`config.mk`:
```
export PLATFORM = sky130hd
export DESIGN_NAME = tick_sched
export DESIGN_NICKNAME = d
export VERILOG_FILES = /design/src/rtl/tick_sched.sv
export SDC_FILE = /design/constraint.sdc
export NUM_CORES = 1
export LEC_CHECK = 0
export BUFFER_PORTS_ARGS = -buffer_cell sky130_fd_sc_hd__buf_2
export CAP_MARGIN = 20
export CORE_AREA = 2 2 89 91
export CTS_BUF_LIST = sky130_fd_sc_hd__clkbuf_8
export CTS_CLUSTER_DIAMETER = 80
export DETAILED_ROUTE_END_ITERATION = 8
export DIE_AREA = 0 0 91 93
export PLACE_DENSITY_LB_ADDON = 0.08
export SKIP_CTS_REPAIR_TIMING = 1
export SYNTH_ARGS = -nofsm -noshare
export SYNTH_HDL_FRONTEND = slang
export SYNTH_SLANG_ARGS = --single-unit
```
`constraint.sdc`:
```
create_clock -name clk -period 4 [get_ports clk]
set_clock_uncertainty 0.1 [all_clocks]
set_input_delay 0.4 -clock clk [delete_from_list [all_inputs] [get_ports clk]]
set_output_delay 0.4 -clock clk [all_outputs]
set_load 0.02 [all_outputs]
```
`src/rtl/tick_sched.sv`:
```
// Tick scheduler: single-cycle enable pulses at a switch-selected rate, with run/pause and step.
// Optional heartbeat output enabled by defining TICK_SCHED_HEARTBEAT_EN.
module tick_sched #(
  parameter int unsigned BASE_PERIOD = 12_500_000,
  parameter int unsigned CNT_W       = 27
) (
  input  logic       clk,
  input  logic       reset,
  input  logic       run,
  input  logic       step,
  input  logic [1:0] speed,
  output logic       tick,
  output logic       running,
  output logic [7:0] tick_cnt,
  output logic       hb
);

  typedef enum logic [1:0] {StPause, StRun, StStep} state_e;

  localparam logic [CNT_W-1:0] BasePeriod = CNT_W'(BASE_PERIOD);

  state_e           state_q, state_d;
  logic [CNT_W-1:0] cnt_q, cnt_d;
  logic [CNT_W-1:0] period_q, period_d;
  logic [CNT_W-1:0] period_sel;
  logic             step_q;
  logic             step_rise;
  logic             tick_q, tick_d;
  logic             running_q, running_d;
  logic [7:0]       tick_cnt_q, tick_cnt_d;

  assign period_sel = BasePeriod << speed;
  assign step_rise  = step & ~step_q;

  always_comb begin
    state_d  = state_q;
    cnt_d    = cnt_q;
    period_d = period_q;
    tick_d   = 1'b0;
    unique case (state_q)
      StPause: begin
        cnt_d = '0;
        // run has priority; a simultaneous step edge is dropped
        if (run) begin
          state_d  = StRun;
          period_d = period_sel;
        end else if (step_rise) begin
          state_d = StStep;
        end
      end
      StStep: begin
        tick_d  = 1'b1;
        state_d = StPause;
      end
      StRun: begin
        // speed is only re-latched at a period boundary
        if (cnt_q == period_q - 1'b1) begin
          cnt_d    = '0;
          tick_d   = 1'b1;
          period_d = period_sel;
        end else begin
          cnt_d = cnt_q + 1'b1;
        end
        if (!run) begin
          state_d = StPause;
          cnt_d   = '0;
        end
      end
      default: state_d = StPause;
    endcase
    running_d  = (state_d == StRun);
    tick_cnt_d = tick_cnt_q + {7'd0, tick_d};
  end

  always_ff @(posedge clk or negedge reset) begin
    if (!reset) begin
      state_q    <= StPause;
      cnt_q      <= '0;
      period_q   <= BasePeriod;
      step_q     <= 1'b1;
      tick_q     <= 1'b0;
      running_q  <= 1'b0;
      tick_cnt_q <= 8'd0;
    end else begin
      state_q    <= state_d;
      cnt_q      <= cnt_d;
      period_q   <= period_d;
      step_q     <= step;
      tick_q     <= tick_d;
      running_q  <= running_d;
      tick_cnt_q <= tick_cnt_d;
    end
  end

  assign tick     = tick_q;
  assign running  = running_q;
  assign tick_cnt = tick_cnt_q;

`ifdef TICK_SCHED_HEARTBEAT_EN
  logic hb_q, hb_d;

  assign hb_d = tick_d ? ~hb_q : hb_q;

  always_ff @(posedge clk or negedge reset) begin
    if (!reset) begin
      hb_q <= 1'b0;
    end else begin
      hb_q <= hb_d;
    end
  end

  assign hb = hb_q;
`else
  assign hb = 1'b0;
`endif

endmodule
```
==> results of run 1 <==
==> layout make-up <==
type | count | area share (%)
Clock buffer | 5 | 2.17
Clock inverter | 3 | 0.630
Inverter | 17 | 2.01
Multi-Input combinational cell | 226 | 47.2
Sequential cell | 51 | 40.5
Tap cell | 102 | 4.02
Timing Repair Buffer | 20 | 3.55
==> registers in the layout (all words and copies together), names as in the netlist <==
name      flops
cnt_q        27
period_q     11
tick_cnt      8
state_q       2
running       1
step_q        1
tick          1
==> final timing paths <==
| path | startpoint | to |
|---|---|---|
| max reg2reg | period_q[10] | tick_cnt[6] |
| max | period_q[10] | tick_cnt[6] |
| min in group clk | step | step_q |
| min reg2reg | tick_cnt[7] | tick_cnt[7] |
| max in group asynchronous | reset | step_q |
| min | reset | tick_cnt[6] |
==> cell families (layout without fill, tap and decap cells) <==
family | after synthesis | in the layout | synth area share [%]
AOI/OAI and AO/OA | 52 | 52 | 12.3
xor gates and xnor gates | 27 | 27 | 8.12
adders and majority gates | 7 | 7 | 3.01
buffers and inverters | 32 | 45 | 4.59
DFF | 51 | 51 | 44.1
muxes | 12 | 12 | 4.85
other | 1 | 1 | 0.129
and+or+nand+nor | 127 | 127 | 22.9
==> metal layers <==
metal,global-route usage (%),share of wire [%]
met1,25.2,51
met2,26.7,45
met3,2.58,2.3
met4,4.80,1.1
met5,0,0
==> synth_stat cells, types with 2 or more instances <==
library cell / count
dfrtp_1: 44
nand2_1: 33
nand3_1: 25
xnor2_1: 18
inv_1: 17
nand4_1: 17
nor2_1: 15
clkbuf_1: 11
o21ai_0: 10
xor2_1: 9
nor3_1: 8
a31oi_1: 7
dfstp_2: 7
ha_1: 7
mux2i_1: 7
o21ai_1: 6
or3_1: 6
o311ai_0: 5
a21oi_1: 4
mux2_4: 4
and4_1: 3
nand2b_1: 3
nor2b_1: 3
o22ai_1: 3
a222oi_1: 2
a32o_1: 2
and2_1: 2
and3_1: 2
buf_2: 2
nor4_1: 2
nor4b_1: 2
nor4b_2: 2
o21a_1: 2
o31ai_1: 2
or2_2: 2
==> where the power goes <==
| group | internal [µW] | switching [µW] |
|---|---|---|
| logic | 264 | 361 |
| registers | 619 | 98.5 |
| clock network | 122 | 186 |
| total | 1010 | 646 |
==> per-stage QoR <==
stage / utilization (%) / setup slack [ps] / hold slack (ps) / instances
2_1_floorplan: - / 841 / 4.41 / 309
3_3_place_gp: 41.0 / 872 / 327 / 416
3_5_place_dp: 41.0 / 854 / 333 / 416
4_1_cts: 42.2 / 836 / -3.00 / 424
5_1_grt: 42.2 / 560 / 26.6 / 424
6_report: 42.2 / 861 / -26.5 / 424
==> impl_results.md, run 1 <==
* Outcome: finished, violations left
* Violated checks: negative hold slack
* Worst R2R Path Depth at 13
* DRT antenna net count at 0
* Post-layout power at 1650 µW
* Crit path launch type: flip-flop
* Most frequent cells in the layout: 44 x dfrtp_1, 33 x nand2_1, 25 x nand3_1, 18 x xnor2_1
* Pin count of the biggest net entering global routing at 29
* TritonCTS clock tree: done
* Syn Nets at 322
* R2R Setup Slk at 860 ps
* ANT cells at 0
* Remaining Overflow, GRT at 0
* Slew Viols, Final at 0
* Post-synthesis cell type count at 50
* Hold_ws at -26.5 ps
* Layout cells sized above 1 at 14.3%
* Post-synth EDFFs at 0
* Crit path top cell by count: ha_1
* Storage cell area at around 0.0013 mm²
* Crit. End Element: flip-flop
* Post-DP HPWL at ~4800 µm
* Mapped Avg Cell Area at 9.43 µm²
* Final instance area at 0.00318 mm²
* Syn. warnings at 0
* GPL Wtd Cong at 0.806
* Critical path type: flip-flop to flip-flop
* Initial Util at 38.7%
* Final hold viol count at 18
* Placeable core area at 0.00753 mm²
* Wire length per cell at 16.1 µm
* Worst-path fanout max at 7
* Clock tree root driver cell: clkbuf_8
* Synth area leader: dfrtp_1
* Cells after Synth at 309
* CTS clk-pin slew, worst paths at 100 ps
* Most common cell after layout, fill and taps aside: dfrtp_1
* Power per standard cell area at 520 mW/mm²
* DR vias at 2,340
* P&R area growth vs syn at 8.97%
* CP bufs+invs at 1
* Synth top area share at 37.8%
* DRC at 0
* Top delay family on crit path: simple AND/OR/NAND/NOR gates
* Max cap viols at 0
* # IOs at 17
* Cell Area, Synth at 0.00291 mm²
* H-tree levels at 2
* Post-synthesis sequential area ratio at 44.1%
* CP Depth at 13
* Main flop type after synthesis: dfrtp_1
* Clock latency on the worst-skew pair at 320 ps
* Worst hold path type: primary input to async pin
* Maximum vdd drop at 0.175 mV
* Slowest-stage cell, CP: dfstp_2
* Inserted Clock Buffers at 5
* Filler instances at 807
* Final setup vio count at 0
* Slew headroom at 52.5%
* Clk sinks at 51
* Clk buf depth at 2
* 1st-pass router iterations at 4
* Placed Area at 0.00309 mm²
* Die area at about 0.0085 mm²
* Die height at 93 µm
* Critical Path RT at about 4100 ps
* 1st-iter DRT viols at 84
* Period Utilization, post-route at approximately 78%
* Post-synth ARST share at 100%
* Slowest stage delay, CP at 600 ps
* Top post-synthesis cells by area: dfrtp_1 38%, dfstp_2 6.3%, xnor2_1 5.4%
* Setup TNS after final layout at 0 ps
* Synthesis-stage register bit count at 51
* LEAKAGE at 0.00129 µW
* GRT Util Overall at 17.3%
* Vias in the first global route at 2,179
* Multi-input gate area at ~0.0015 mm²
* IO Port Bufs at 15
* CP cell instances: inv_1, ha_1, xnor2_1, a222oi_1, nor4b_1, nand4_1, nor2_1, o21a_1, ha_1, ha_1, nand3_1, nor2_1, xor2_1
* Die width at 91 µm
* Rows at 32
* Worst Max-Slew Pin Slew at roughly 710 ps
* Data arrival, critical path at around 3300 ps
* First-pass GRT wire length at around 12,000 µm
* Final WL at 6830 µm
* Max frequency at 319 MHz
* Initial antenna violation count at 0
* RSZ-0062 raised after global routing: false
* Via/cell ratio at 5.52
* Post-route minimum period at approximately 3100 ps
* Final #Nets at 334
No activity file was read; power rests on OpenSTA's default activity.
==> inputs of run 2 (changes only) <==
==> constraint.sdc (replaced) <==
create_clock -name clk -period 2.77 [get_ports clk]
set_clock_uncertainty 0.1 [all_clocks]
set_input_delay 0.277 -clock clk [delete_from_list [all_inputs] [get_ports clk]]
set_output_delay 0.277 -clock clk [all_outputs]
set_load 0.02 [all_outputs]
==> run 2 against run 1 <==
Effect of this change: the flow finishes with violations (negative setup slack); register-to-register slack worse by 920 ps; cell count up 8.7%; first-iteration DRC count up 86%; non-clock buffer count up 37; wire length up 7.3%; worst hold slack better by 97 ps; sequential share of layout area down 4.8 points; flip-flop and latch count unchanged; count of clock-buffer cells in the layout unchanged; power up 67%; critical path depth down 1; global-route usage up 0.70 points; critical path type unchanged; highest routed layer unchanged.
==> impl_results.md, run 2 (synthesis gave the netlist of run 1 again) <==
* Filler instances at 746
* Violated checks: negative setup slack
* DRT antenna net count at 0
* Slowest-stage cell, CP: dfstp_2
* Initial Util at 38.7%
* LEAKAGE at ~0.0015 µW
* First-pass GRT wire length at 12,100 µm
* Via/cell ratio at ~5.3
* Period Utilization, post-route at 102%
* Wire length per cell at roughly 16 µm
* Max cap viols at 0
* GRT Util Overall at 18.0%
* Most common cell after layout, fill and taps aside: dfrtp_1
* Remaining Overflow, GRT at 0
* Data arrival, critical path at 2920 ps
* Pin count of the biggest net entering global routing at 28
* Vias in the first global route at 2,362
* Clock tree root driver cell: clkbuf_8
* Critical path type: flip-flop to flip-flop
* Post-DP HPWL at 5150 µm
* Maximum vdd drop at roughly 0.33 mV
* Die area at 0.00846 mm²
* Placed Area at 0.00334 mm²
* CP cell instances: inv_2, ha_4, xnor2_4, a222oi_1, nor4b_2, nand4_1, nor2_1, o21a_1, ha_2, and4_1, nand4_1, xnor2_1
* Final core occ at between 40% and 50%
* # IOs at 17
* ANT cells at 0
* Slowest stage delay, CP at 550 ps
* DRC at 0
* Clk buf depth at 2
* Crit path launch type: flip-flop
* DR vias at 2,451
* Layout cells sized above 1 at 24.5%
* Clock latency on the worst-skew pair at 300 ps
* Largest Register: cnt_q
* H-tree levels at 2
* Initial antenna violation count at 0
* P&R area growth vs syn at 23.6%
* CTS clk-pin slew, worst paths at approximately 90 ps
* Placeable core area at about 0.0075 mm²
* Crit. End Element: flip-flop
* Rows at 32
* Worst R2R Path Depth at 12
* Post-Layout Cell Count at between 400 and 500
* Final #Nets at 371
* Worst-path fanout max at 3
* 1st-pass router iterations at 4
* Die height at 93 µm
* Setup ws final at -54.6 ps
* Post-route minimum period at 2820 ps
* Worst hold path type: primary input to flip-flop
* IO Port Bufs at 15
* Slew Viols, Final at 0
* Post-Place Cells at 446
* Critical Path RT at 2870 ps
* Outcome: finished, violations left
* Most frequent cells in the layout: 44 x dfrtp_1, 36 x buf_4, 32 x nand2_1, 24 x nand3_1, 18 x inv_1
* Die width at 91 µm
* Largest register FFs at 27
* Clk sinks at 51
* Worst hold stages at 2
* Inserted Clock Buffers at 5
* Final instance area at 0.00360 mm²
* Max frequency at 354 MHz
* Hold_ws at 70.5 ps
* Final hold viol count at 0
* Final WL at 7330 µm
* Crit path top cell by count: nand4_1
* GPL Wtd Cong at 0.838
* TritonCTS clock tree: done
* Final setup vio count at 3
* Power per standard cell area at 766 mW/mm²
* Setup TNS after final layout at -122 ps
* 1st-iter DRT viols at ~160
* RSZ-0062 raised after global routing: true
## run 2: cell count changes in the layout (fill, tap and decap cells not counted), sizes merged
cell         before  now
clkinv            1    0
inv              17   19
buf              20   54
clkinvlp          2    0
dlygate4sd3       0    2
clkbuf            5    6
bufinv            0    1
## run 2: worst max-delay path: cells and delay by family (launching register included)
family	cells	cell delay (ps)
compound gates	2	480
xor+xnor	2	270
fa+ha+maj	2	400
buf+inv	1	50
flops	1	550
simple gates	5	870
## run 2: final timing paths
path                              start           end  slack [ps]
max reg2reg                period_q[10]   tick_cnt[7]         -50
min reg2reg                 tick_cnt[7]   tick_cnt[7]         360
min                            speed[1]  period_q[11]          70
max in group asynchronous         reset        step_q        1810
min in group asynchronous         reset   tick_cnt[5]         200
max                        period_q[10]   tick_cnt[7]         -50
## run 2: report_power, final
part | internal [µW] | switching, µW
clock | 264 | 252
combinational | 596 | 651
sequential | 893 | 102
## run 2: cell type report
type | instances | area (µm²) | share of cell area, %
multi-input combinational | 226 | 1580 | 43.9
sequential | 51 | 1280 | 35.7
timing repair buffer | 57 | 437 | 12.1
tap | 102 | 128 | 3.54
clock buffer | 5 | 68.8 | 1.91
inverter | 17 | 63.8 | 1.77
clock inverter | 3 | 37.5 | 1.04
## run 2: per-stage QoR
| stage | setup slack (ps) | power [µW] |
|---|---|---|
| CTS | -95.1 | 2660 |
| finish | -54.6 | 2760 |
| global route | -299 | 2940 |
| global placement | 20.6 | 2120 |
| detailed placement | -58.2 | 2130 |
| floorplan | -249 | 1750 |
## run 2: per-layer routing
metal | share of wire [%] | vias up | wire length, µm | GRT usage [%]
li1 | - | 1217 | - | -
met1 | 50 | 1200 | 3700 | 26.1
met2 | 46 | 25 | 3370 | 28.0
met3 | 2.2 | 9 | 161 | 2.74
met4 | 1.4 | 0 | 103 | 5.05
met5 | 0 | - | 0 | 0
==> inputs of run 3 (changes only) <==
--- a/config.mk
+++ b/config.mk
@@ -13,6 +13,7 @@
 export DETAILED_ROUTE_END_ITERATION = 8
 export DIE_AREA = 0 0 91 93
 export PLACE_DENSITY_LB_ADDON = 0.08
+export SETUP_SLACK_MARGIN = 0.05
 export SKIP_CTS_REPAIR_TIMING = 1
 export SYNTH_ARGS = -nofsm -noshare
 export SYNTH_HDL_FRONTEND = slang
==> run 3 against run 2 <==
Effect of this change: the run still ends with negative setup slack left; clock power up 1%; non-clock buffer count up 4; via count up 3.0%; wire length up 4.9%; maximum frequency down 0.21%; utilization up 3.7 points; worst hold slack worse by 19 ps; global-route usage down 0.31 points; critical endpoint unchanged.
==> impl_results.md, run 3 (synthesis gave the netlist of run 1 again) <==
* Critical Path RT at 2880 ps
* Period Utilization, post-route at 102%
* Power share of the clock group at 17.9%
* Setup TNS after final layout at -135 ps
* First-pass GRT wire length at 11,900 µm
* Max frequency at between 300 and 400 MHz
* Vias in the first global route at around 2,400
* Pin count of the biggest net entering global routing at 28
* Worst hold path type: primary input to flip-flop
* Worst-path fanout max at 3
* Final instance area at 0.00388 mm²
* Net Sw Frac at 36.9%
* Crit path launch type: flip-flop
* Outcome: finished, violations left
* DRT antenna net count at 0
* Most common cell after layout, fill and taps aside: dfrtp_1
* Placed Area at 0.00334 mm²
* Setup ws final at -60.4 ps
* Post-layout power at slightly below 3000 µW
* Via/cell ratio at roughly 5.4
* Remaining Overflow, GRT at 0
* Violated checks: negative setup slack
* Final hold viol count at 0
* Clk buf depth at 2
* Final WL at 7690 µm
* Critical path type: flip-flop to flip-flop
* Slew Viols, Final at 0
* # IOs at 17
* 1st-iter DRT viols at 149
* Storage cell area at 0.00128 mm²
* Data arrival, critical path at between 2000 and 3000 ps
* Post-DP HPWL at around 5000 µm
* GPL Wtd Cong at about 0.84
* Flop pwr share at 34.2%
* H-tree levels at 2
* Largest Register: cnt_q
* Clk sinks at 51
* Int Pwr at 1840 µW
* RSZ-0062 raised after global routing: true
* Final setup vio count at 4
* LEAKAGE at 0.00163 µW
* P&R area growth vs syn at 33.3%
* 1st-pass router iterations at 4
* Rows at 32
* CTS clk-pin slew, worst paths at 90 ps
* GRT Util Overall at 17.7%
* Clock tree root driver cell: clkbuf_8
* P_sw at 1080 µW
* DRC at 0
* Hold_ws at 51.5 ps
* Largest register FFs at 27
* Filler instances at approximately 720
* Wire length per cell at 16.5 µm
* Initial Util at between 30% and 40%
* Placeable core area at ~0.0075 mm²
* IO Port Bufs at 15
* Die width at 91 µm
* Die area at 0.00846 mm²
* Maximum vdd drop at 0.336 mV
* Comb pwr share at a little under half
* Post-route minimum period at 2830 ps
* Layout cells sized above 1 at 32.0%
* Die height at roughly 93 µm
* Power per standard cell area at 750 mW/mm²
* Multi-input gate area at 0.00176 mm²
* Initial antenna violation count at 0
* Clock latency on the worst-skew pair at 310 ps
* Most frequent cells in the layout: 44 x dfrtp_1, 33 x buf_4, 32 x nand2_1, 24 x nand3_1, 18 x inv_1
* Final #Nets at ~380
* DR vias at 2,525
* Inserted Clock Buffers at 5
* Max cap viols at 0
* Crit. End Element: flip-flop
* ANT cells at 0
* TritonCTS clock tree: done
==> run 3: power by group through the flow <==
stage | combinational, µW | clock, µW | sequential (µW)
after floorplan | 724 | 0 | 1020
after global placement | 1120 | 0 | 1000
after detailed placement | 1110 | 0 | 997
after CTS | 1120 | 532 | 986
after global routing | 1510 | 568 | 1020
final | 1400 | 521 | 997
==> run 3: layer usage <==
layer / global-route usage (%) / routed length (µm) / part of all wire, % / vias up
met2: 27.0 / 3680 / 48 / 35
met4: 3.54 / 38 / 0.49 / 0
met5: 0 / 0 / 0 / -
li1: - / - / - / 1235
met1: 25.7 / 3750 / 49 / 1253
met3: 4.11 / 223 / 2.9 / 2
==> run 3: area by class of cell <==
| type | count | area share (%) |
|---|---|---|
| multi-input combinational | 226 | 45.4 |
| clock inverter | 3 | 0.966 |
| timing repair buffer | 61 | 13.9 |
| clock buffer | 5 | 1.77 |
| tap | 102 | 3.29 |
| sequential | 51 | 33.1 |
| inverter | 17 | 1.64 |
==> run 3: path summary, 6_finish.rpt <==
| check | from | endpoint | slack (ps) | cells past startpoint |
|---|---|---|---|---|
| setup / recovery | period_q[10] | tick_cnt[7] | -60 | 12 |
| max in group asynchronous | reset | step_q | 1810 | 3 |
| min in group asynchronous | reset | tick_cnt[5] | 190 | 2 |
| hold / removal | speed[1] | period_q[11] | 50 | 2 |
| setup reg to reg | period_q[10] | tick_cnt[7] | -60 | 12 |
| hold reg to reg | tick_cnt[7] | tick_cnt[7] | 370 | 1 |
==> run 3: critical path, cell delays in order, from the launching register on <==
cell and delay [ps]:
dfstp_2 570, inv_2 60, ha_4 180, xnor2_4 140, a222oi_1 310, nor4b_2 260, nand4_1 170, nor2_1 130
o21a_1 200, ha_4 170, and4_4 220, nand4_1 90, xnor2_1 130
==> run 3: through the flow <==
step / util, % / setup slack [ps] / cells
after global placement: 44.4 / 19.5 / 446
after global routing: 51.6 / -243 / 465
after CTS: 45.8 / -95.9 / 454
after detailed placement: 44.4 / -66.5 / 446
after floorplan: - / -249 / 309
final: 51.6 / -60.4 / 465
